**src/rtl/cmd_pkg.sv**
```systemverilog
// Shared definitions for the RS422 command responder: opcodes, response bytes, FSM states.
// The optional inter-byte timeout is enabled by defining CMD_TIMEOUT_EN.
package cmd_pkg;

  localparam logic [1:0] OP_READ  = 2'b00;
  localparam logic [1:0] OP_WRITE = 2'b01;
  localparam logic [1:0] OP_PING  = 2'b10;
  localparam logic [1:0] OP_RSVD  = 2'b11;

  localparam logic [7:0] PING_RESP = 8'hA5;
  localparam logic [7:0] NAK       = 8'hEE;

  typedef enum logic [1:0] {
    StIdle,
    StWrHi,
    StWrLo,
    StResp
  } state_e;

  function automatic logic is_ctrl_addr(input logic [3:0] addr, input int unsigned nctrl);
    return 32'(addr) < nctrl;
  endfunction

endpackage

```
**src/rtl/cmd_responder_if.sv**
```systemverilog
// Byte link between serialrx/serialtx and the command responder.
interface cmd_responder_if;
  logic       rx_strobe;
  logic [7:0] rx_byte;
  logic       tx_xmit;
  logic [7:0] tx_char;

  modport master (
    output rx_strobe,
    output rx_byte,
    input  tx_xmit,
    input  tx_char
  );

  modport slave (
    input  rx_strobe,
    input  rx_byte,
    output tx_xmit,
    output tx_char
  );
endinterface

```
**src/rtl/cmd_regbank.sv**
```systemverilog
// Control register bank with a single write port and a combinational read mux that also
// covers the read-only status words; unmapped addresses read zero.
module cmd_regbank #(
  parameter int unsigned NCTRL = 8,
  parameter int unsigned NSTAT = 8
) (
  input  logic                 clk,
  input  logic                 rst_n,
  input  logic                 we,
  input  logic [3:0]           waddr,
  input  logic [15:0]          wdata,
  input  logic [3:0]           raddr,
  input  logic [16*NSTAT-1:0]  status_in,
  output logic [16*NCTRL-1:0]  ctrl_regs,
  output logic [15:0]          rdata
);

  logic [16*NCTRL-1:0] ctrl_q;

  always_ff @(posedge clk or negedge rst_n) begin
    if (!rst_n) begin
      ctrl_q <= '0;
    end else if (we) begin
      for (int unsigned k = 0; k < NCTRL; k++) begin
        if (32'(waddr) == k) ctrl_q[16*k +: 16] <= wdata;
      end
    end
  end

  always_comb begin
    rdata = '0;
    for (int unsigned k = 0; k < NCTRL; k++) begin
      if (32'(raddr) == k) rdata = ctrl_q[16*k +: 16];
    end
    for (int unsigned k = 0; k < NSTAT; k++) begin
      if (32'(raddr) == NCTRL + k) rdata = status_in[16*k +: 16];
    end
  end

  assign ctrl_regs = ctrl_q;

endmodule

```
**src/rtl/cmd_responder.sv**
```systemverilog
// Byte-level command parser/responder for the cRIO RS422 link (READ/WRITE/PING).
// Define CMD_TIMEOUT_EN to abort stalled WRITE commands after TIMEOUT idle cycles.
module cmd_responder
  import cmd_pkg::*;
#(
  parameter int unsigned NCTRL = 8,
  parameter int unsigned NSTAT = 8
`ifdef CMD_TIMEOUT_EN
  ,
  parameter int unsigned TIMEOUT = 65535
`endif
) (
  input  logic                clk,
  input  logic                rst_n,
  cmd_responder_if.slave      link,
  input  logic [16*NSTAT-1:0] status_in,
  output logic [16*NCTRL-1:0] ctrl_regs,
  output logic                wr_strobe,
  output logic [3:0]          wr_addr
);

  state_e      state_q, state_d;
  logic [7:0]  cmd_q, cmd_d;
  logic [7:0]  hi_q, hi_d;
  logic [7:0]  resp_q [3];
  logic [7:0]  resp_d [3];
  logic [1:0]  last_q, last_d;
  logic [1:0]  idx_q, idx_d;
  logic        wr_strobe_q, wr_strobe_d;
  logic [3:0]  wr_addr_q, wr_addr_d;
  logic        we;
  logic [15:0] rdata;
  logic [1:0]  op;
  logic        rsvd_ok;

  assign op      = link.rx_byte[7:6];
  assign rsvd_ok = (link.rx_byte[5:4] == 2'b00);

  cmd_regbank #(
    .NCTRL (NCTRL),
    .NSTAT (NSTAT)
  ) u_regbank (
    .clk       (clk),
    .rst_n     (rst_n),
    .we        (we),
    .waddr     (cmd_q[3:0]),
    .wdata     ({hi_q, link.rx_byte}),
    .raddr     (link.rx_byte[3:0]),
    .status_in (status_in),
    .ctrl_regs (ctrl_regs),
    .rdata     (rdata)
  );

`ifdef CMD_TIMEOUT_EN
  localparam int unsigned TmoW = $clog2(TIMEOUT + 1);
  logic [TmoW-1:0] tmo_q, tmo_d;
  logic            in_write;

  assign in_write = (state_q == StWrHi) || (state_q == StWrLo);
  assign tmo_d    = (in_write && !link.rx_strobe) ? tmo_q + 1'b1 : '0;

  always_ff @(posedge clk or negedge rst_n) begin
    if (!rst_n) tmo_q <= '0;
    else        tmo_q <= tmo_d;
  end
`endif

  // State register
  always_ff @(posedge clk or negedge rst_n) begin
    if (!rst_n) state_q <= StIdle;
    else        state_q <= state_d;
  end

  always_ff @(posedge clk or negedge rst_n) begin
    if (!rst_n) begin
      cmd_q       <= '0;
      hi_q        <= '0;
      last_q      <= '0;
      idx_q       <= '0;
      wr_strobe_q <= 1'b0;
      wr_addr_q   <= '0;
      for (int i = 0; i < 3; i++) resp_q[i] <= '0;
    end else begin
      cmd_q       <= cmd_d;
      hi_q        <= hi_d;
      last_q      <= last_d;
      idx_q       <= idx_d;
      wr_strobe_q <= wr_strobe_d;
      wr_addr_q   <= wr_addr_d;
      resp_q      <= resp_d;
    end
  end

  // Next-state and datapath updates
  always_comb begin
    state_d     = state_q;
    cmd_d       = cmd_q;
    hi_d        = hi_q;
    resp_d      = resp_q;
    last_d      = last_q;
    idx_d       = idx_q;
    wr_strobe_d = 1'b0;
    wr_addr_d   = wr_addr_q;
    we          = 1'b0;

    unique case (state_q)
      StIdle: begin
        if (link.rx_strobe) begin
          if (rsvd_ok && op == OP_WRITE) begin
            cmd_d   = link.rx_byte;
            state_d = StWrHi;
          end else begin
            state_d   = StResp;
            idx_d     = '0;
            last_d    = 2'd0;
            resp_d[0] = NAK;
            if (rsvd_ok && op == OP_READ) begin
              // Read data is captured now; later status changes must not leak in.
              resp_d[0] = link.rx_byte;
              resp_d[1] = rdata[15:8];
              resp_d[2] = rdata[7:0];
              last_d    = 2'd2;
            end else if (rsvd_ok && op == OP_PING) begin
              resp_d[0] = PING_RESP;
            end
          end
        end
      end
      StWrHi: begin
        if (link.rx_strobe) begin
          hi_d    = link.rx_byte;
          state_d = StWrLo;
        end
      end
      StWrLo: begin
        if (link.rx_strobe) begin
          state_d = StResp;
          idx_d   = '0;
          last_d  = 2'd0;
          if (is_ctrl_addr(cmd_q[3:0], NCTRL)) begin
            we          = 1'b1;
            wr_strobe_d = 1'b1;
            wr_addr_d   = cmd_q[3:0];
            resp_d[0]   = cmd_q;
          end else begin
            resp_d[0] = NAK;
          end
        end
      end
      StResp: begin
        if (idx_q == last_q) state_d = StIdle;
        else                 idx_d   = idx_q + 2'd1;
      end
      default: state_d = StIdle;
    endcase

`ifdef CMD_TIMEOUT_EN
    if (in_write && !link.rx_strobe && tmo_q == TmoW'(TIMEOUT)) begin
      state_d   = StResp;
      idx_d     = '0;
      last_d    = 2'd0;
      resp_d[0] = NAK;
    end
`endif
  end

  // idx_q stays on the last byte after RESP, so tx_char holds between responses.
  always_comb begin
    link.tx_xmit = (state_q == StResp);
    link.tx_char = resp_q[idx_q];
  end

  assign wr_strobe = wr_strobe_q;
  assign wr_addr   = wr_addr_q;

endmodule

```
**src/flat_wrapper.sv**
```systemverilog
// flat-port wrapper written by rule: the top's interface ports become plain ports
module cmd_responder_flat import cmd_pkg::*;
#(
  parameter int unsigned NCTRL = 8,
  parameter int unsigned NSTAT = 8

)
  (clk, rst_n, status_in, ctrl_regs, wr_strobe, wr_addr, link_rx_strobe, link_rx_byte, link_tx_xmit, link_tx_char);
  cmd_responder_if link_i ();
  input  logic clk;
  input  logic rst_n;
  input  logic [16*NSTAT-1:0] status_in;
  output logic [16*NCTRL-1:0] ctrl_regs;
  output logic wr_strobe;
  output logic [3:0] wr_addr;
  input wire logic [$bits(link_i.rx_strobe)-1:0] link_rx_strobe;
  input wire logic [$bits(link_i.rx_byte)-1:0] link_rx_byte;
  output wire logic [$bits(link_i.tx_xmit)-1:0] link_tx_xmit;
  output wire logic [$bits(link_i.tx_char)-1:0] link_tx_char;
  assign link_i.rx_strobe = link_rx_strobe;
  assign link_i.rx_byte = link_rx_byte;
  assign link_tx_xmit = link_i.tx_xmit;
  assign link_tx_char = link_i.tx_char;
  cmd_responder #(.NCTRL(NCTRL), .NSTAT(NSTAT)) u_core (.clk(clk), .rst_n(rst_n), .link(link_i), .status_in(status_in), .ctrl_regs(ctrl_regs), .wr_strobe(wr_strobe), .wr_addr(wr_addr));
endmodule
```
**config.mk**
```make
export PLATFORM = sky130hd
export DESIGN_NAME = cmd_responder_flat
export DESIGN_NICKNAME = d
export VERILOG_FILES = /design/src/rtl/cmd_pkg.sv /design/src/rtl/cmd_responder_if.sv /design/src/rtl/cmd_regbank.sv /design/src/rtl/cmd_responder.sv /design/src/flat_wrapper.sv
export SDC_FILE = /design/constraint.sdc
export NUM_CORES = 1
export LEC_CHECK = 0
export CAP_MARGIN = 20
export CORE_ASPECT_RATIO = 1.1
export CORE_MARGIN = 5
export CORE_UTILIZATION = 35
export DETAILED_ROUTE_END_ITERATION = 16
export PLACE_DENSITY = 0.6
export SLEW_MARGIN = 5
export SYNTH_ARGS = -nofsm -noshare
export SYNTH_HDL_FRONTEND = slang
export SYNTH_HIERARCHICAL = 1
export SYNTH_SLANG_ARGS = --single-unit
```
**constraint.sdc**
```tcl
create_clock -name clk -period 6.5 [get_ports clk]
set_input_delay 0.65 -clock clk [delete_from_list [all_inputs] [get_ports clk]]
set_output_delay 0.65 -clock clk [all_outputs]
set_load 0.02 [all_outputs]
```
======== Word-level counts from Yosys, hierarchy flattened ========
Cells that the tools add are included.
cells by class
  reductions and logical operators ........ 25
  multiplexer cells ....................... 45
  add/subtract/negate cells ............... 1
  equality and inequality tests ........... 34
  bitwise operators ....................... 2
  order comparisons ....................... 2
operator list
  kind                number
  $mux 16             17
  $mux 24             2
  $mux 8              5
  $eq 4x3->1 const B  8
  $eq 4x4->1 const B  8
  $mux 2              12
  $reduce_and 2->1    9
  $bmux 8 s2          1
  $eq 4x2->1 const B  4
  $pmux 8 s2          1
  $reduce_and 4->1    3
  $ne 2x2->1 const B  5
  $eq 4x1->1 const B  2
  $logic_not 4->1     2
  $pmux 2 s4          1
  $mux 7              1
  $eq 2x2->1 const B  3
  $logic_not 2->1     3
  $pmux 2 s3          1
  $reduce_and 3->1    2
  $reduce_and 5->1    1
  $eq 2x1->1 const B  2
  $lt 4x4->1 const B  1
  $pmux 2 s2          1
  10 further kinds    14
word-level totals
  output and inout bits ................... 142
  flip-flop bits (word level) ............. 179
  word-level logic and storage cells ...... 127

======== Depth between registers and ports, before layout ========
  depth in word-level cells ............... 21
  gate-level depth with buffers ........... 11
  depth with buffers taken out ............ 8

======== Modules after synthesis ========
The synthesis kept the hierarchy.
modules (own cells, without submodules)
  module         cells each  area each (sq um)  times used
  cmd_regbank    649         7,534.7            1
  cmd_responder  193         2,349.8            1

======== Least setup slack after synthesis ========
Ideal clock, no wire load.
  path type ............................... reg2reg
  start ................................... reg u_core.state_q[0]
  end ..................................... reg u_core.u_regbank.ctrl_q[53], in the netlist u_core/u_regbank/ctrl_regs[53]
  cell stages (with the launch flop) ...... 12
  period minus slack after synthesis ...... 2.695 ns
  setup slack ............................. 3.805 ns
  library setup time ...................... 0.125 ns
  arrival ................................. 2.570 ns
  required time ........................... 6.375 ns
  path through ............................ dfrtp_1 > inv_1 > ha_1 > clkbuf_1 > nor2b_1 > nand2_1 > inv_1 > nor3b_2 > and3_1 > buf_2 > buf_2 > mux2_2
between the ends
  cells in the longest elaborated chain, start to end .. 3
RTL lines
  what                           line                  text
  start, declared                cmd_responder.sv:22   state_e state_q, state_d;
  start signal, assigned         cmd_responder.sv:70   if (!rst_n) state_q <= StIdle;
  start signal, assigned         cmd_responder.sv:71   else state_q <= state_d;
  $eq 2x2->1                     cmd_responder.sv:106  unique case (state_q)
  $mux 1                         cmd_responder.sv:106
  via u_core.we                  cmd_responder.sv:31   logic we;
  $reduce_and 2->1 (no line)     --
  end signal, assigned by index  cmd_regbank.sv:25     if (32'(waddr) == k) ctrl_q[16*k +: 16] <= wdata;
  end, declared                  cmd_regbank.sv:18     logic [16*NCTRL-1:0] ctrl_q;
The timed path passes the listed nets, and every way through them passes these cells.
A chain may end at the register's enable or synchronous reset.

======== Worst setup path in the final report ========
  start ................................... reg u_core.state_q[0]
  end ..................................... reg u_core.u_regbank.ctrl_q[46], in the netlist u_core/u_regbank/ctrl_regs[46]
Same word-level chain as after synthesis.

==> impl_metrics.json <==
{
  "grt_max_degree": 81,
  "yosys_register_bits": 178,
  "first_global_vias": 8715,
  "required_ns": 6.81,
  "cts_root_buf": "clkbuf_16",
  "synth-edff-count": 0,
  "inserted_clock_buffers": 17,
  "drive_above_1_share": 0.223,
  "synth_largest_type_area_fraction": 0.451,
  "clkSinkCount": 178,
  "first_pass_grt_wire_length_mm": 57.6,
  "drt_iter0_drc": 630,
  "tritoncts_clock_tree": "built",
  "synth_sequential_area_ratio": 0.451,
  "clkTransAtPathRegs_ns": 0.08,
  "r2r-end": "u_core/u_regbank/ctrl_regs[46]",
  "power_frac_clock": 0.219,
  "placementRows": 64,
  "grt_antenna_before_repair": 7,
  "routed_wl_mm": 39.5,
  "switchingPower_uw": 1860,
  "ys.flop_type": "dfrtp_1",
  "post_synth_most_frequent_cells": "178 x dfrtp_1, 157 x mux2_2, 50 x nor2_1, 46 x a21oi_1, 46 x nand2_1",
  "grt.total_usage": 0.244,
  "run_status": "complete, no violations",
  "place_hpwl_mm": 28.3,
  "synth_fp_nets": 987,
  "seq_power_share": 0.370,
  "final-setup-viol-count": 0,
  "totalPowerFinal_uw": 4900,
  "crit_arrival_ns": 3.78,
  "chip_width_um": 170,
  "tightest_slew_ns": 1.20,
  "period_needed_ns": 3.47,
  "clock.fmax_mhz": 288,
  "yosys_warnings": 6,
  "timing_worst_setup_path_type": "flop to flop",
  "reg2reg_slack_ns": 3.03,
  "grt_overflow_total": 0,
  "area_of_the_mapped_netlist_um2": 9880,
  "n_fill_cell": 2581,
  "die_area_um2": 31700,
  "vdd.ir_drop.worst_mv": 0.188,
  "power_density_nw_per_um2": 364,
  "setup_total_negative_slack_ns": 0,
  "finClkSkew_ns": 0.0106,
  "vias_per_cell": 5.64,
  "worstSkewPairLatency_ns": 0.43,
  "yosys.cell_count.top_type": "dfrtp_1",
  "cts_hold_buf": 0,
  "synth.avg_cell_area_um2": 11.7,
  "r2r_start": "u_core/state_q[0]",
  "max-slew-margin-rel": 0.199,
  "post_drt_wl_per_cell_um": 26.8,
  "leakagePower_uw": 0.00575,
  "syn_to_final_growth_pct": 36.3,
  "dieHeight_um": 186,
  "min-delay-path-class": "primary input to async pin",
  "post_synth_num_cell_types": 77,
  "timing.critical_path.to_type": "flop",
  "numPortBuffers": 280,
  "route.vias.total": 8323,
  "timing.final.crit_share": 0.534,
  "initial_util": 0.355,
  "cts.path.max_buffers": 2,
  "post-cts-setup-buffers": 0,
  "setup.worst_path.start_class": "flop",
  "timing.final.max_slew_violations": 0,
  "reg2regPathDepth": 8,
  "core_um2": 27900,
  "postCtsResizedCells": 0,
  "cell_internal_pwr_uw": 3050,
  "htree_num_levels": 4,
  "combinationalPowerShare": 0.411,
  "postSynthCellCount": 842,
  "synth_area_leaders": "dfrtp_1 45%, mux2_2 18%, mux2i_1 4.5%",
  "unrepaired_setup_endpoints_after_global_routing": "false",
  "detail_route.drc_violations": 0,
  "synth-async-reset-ratio": 1.00,
  "hold_viol": 0,
  "drv.max_cap_violation_count": 0,
  "nNetsFinal": 1240,
  "gp_routability_congestion": 0.917,
  "drtPass1Iterations": 6,
  "crit_path_max_fanout": 16,
  "netlist.top_cell.by_area": "dfrtp_1",
  "ant_nets": 0,
  "boundary_pins": 281,
  "p_sw_frac": 0.379
}
stage by stage:
| step | utilization | instance area [um^2] | hold WS (ns) | setup slack (ns) | instances |
|---|---|---|---|---|---|
| after CTS | 0.483 | 13500 | 0.286 | 3.00 | 1471 |
| after global routing | 0.483 | 13500 | 0.338 | 2.79 | 1474 |
| after global placement | 0.461 | 12900 | 0.468 | 2.86 | 1439 |
| final | 0.483 | 13500 | 0.256 | 3.03 | 1475 |
| after detailed placement | 0.461 | 12900 | 0.471 | 2.82 | 1439 |
| after floorplan | - | 9880 | 0.354 | 3.80 | 842 |
logic make-up (layout without fill, tap and decap cells):
family / count (synthesis) / after routing / synth area share
multiplexers: 234 / 234 / 0.283
flip-flops: 178 / 178 / 0.451
AND/OR/NAND/NOR: 178 / 178 / 0.0975
AO/OA/AOI/OAI: 176 / 176 / 0.119
buffers and inverters: 69 / 335 / 0.0422
adder cells (fa/ha/maj): 6 / 6 / 0.00759
XOR/XNOR: 1 / 1 / 0.000886
other: 0 / 4 / 0
registers in the layout, indices dropped and copies added, names as in the netlist:
| signal | count |
|---|---|
| u_core/hi_q | 8 |
| u_core/last_q | 1 |
| u_core/wr_strobe | 1 |
| u_core/u_regbank/ctrl_regs | 128 |
| u_core/cmd_q | 8 |
| u_core/state_q | 2 |
| u_core/idx_q | 2 |
| u_core/resp_q | 24 |
| u_core/wr_addr | 4 |
power groups by stage:
stage               combinational, uW  sequential (uW)  clock [uW]
floorplan                         814             1990           0
global route                     2140             1860        1140
detailed placement               2020             1830           0
global placement                 2000             1830           0
finish                           2020             1810        1070
CTS                              2030             1810        1090
layer usage:
layer / vias up / part of all wire / routed length (um) / GRT usage
met5: - / 0.0013 / 52 / 0
met4: 8 / 0.025 / 986 / 0.0719
met3: 56 / 0.091 / 3580 / 0.0816
met2: 364 / 0.47 / 18700 / 0.398
met1: 4237 / 0.41 / 16100 / 0.311
li1: 3658 / - / - / -
worst max-delay path, cell delays in order (launching register included):
cell,delay (ns)
dfrtp_1,0.43
inv_1,0.16
ha_1,0.41
nor2b_1,0.25
nand2_1,0.18
inv_1,0.17
nor3b_2,0.31
nand3b_1,0.80
mux2_2,0.59
cell type report:
cell class / count / area [um^2] / share of cell area
antenna: 4 / 10.0 / 0.000743
clock buffer: 19 / 453 / 0.0336
clock inverter: 13 / 153 / 0.0113
inverter: 11 / 41.3 / 0.00306
multi-input combinational: 595 / 5030 / 0.373
sequential: 178 / 4450 / 0.331
tap: 363 / 454 / 0.0337
timing repair buffer: 292 / 2880 / 0.214
how the worst max path moves through the flow:
| stage | startpoint | end | slack [ns] |
|---|---|---|---|
| after floorplan | u_core/state_q[0] | u_core/u_regbank/ctrl_regs[53] | 3.80 |
| after global placement | link_rx_byte[0] | u_core/resp_q[3] | 2.86 |
| after detailed placement | link_rx_byte[0] | u_core/resp_q[3] | 2.82 |
| after CTS | u_core/state_q[0] | u_core/u_regbank/ctrl_regs[46] | 3.00 |
| after global routing | u_core/state_q[0] | u_core/u_regbank/ctrl_regs[46] | 2.79 |
| final | u_core/state_q[0] | u_core/u_regbank/ctrl_regs[46] | 3.03 |
placed cells by master (no fill, tap or decap), types with 4 or more instances in the layout:
cell type,instances
clkdlybuf4s50_1,275
a221o_1,5
o21ai_1,6
o22ai_1,4
o32ai_1,8
o211ai_1,9
mux2_1,14
diode_2,4
a21oi_1,46
a211oi_1,5
mux4_2,19
a31oi_1,11
nor3_1,4
nand2_1,46
or3_1,4
nand3_1,19
inv_1,9
nand2b_1,8
o21ai_0,41
mux2_2,157
nor2_1,49
dfrtp_1,178
a32o_1,4
ha_1,6
buf_4,14
clkbuf_16,17
inv_8,4
inv_6,6
a221oi_1,4
nor2b_1,12
mux2i_1,44
(Power assumes the default switching activity.)
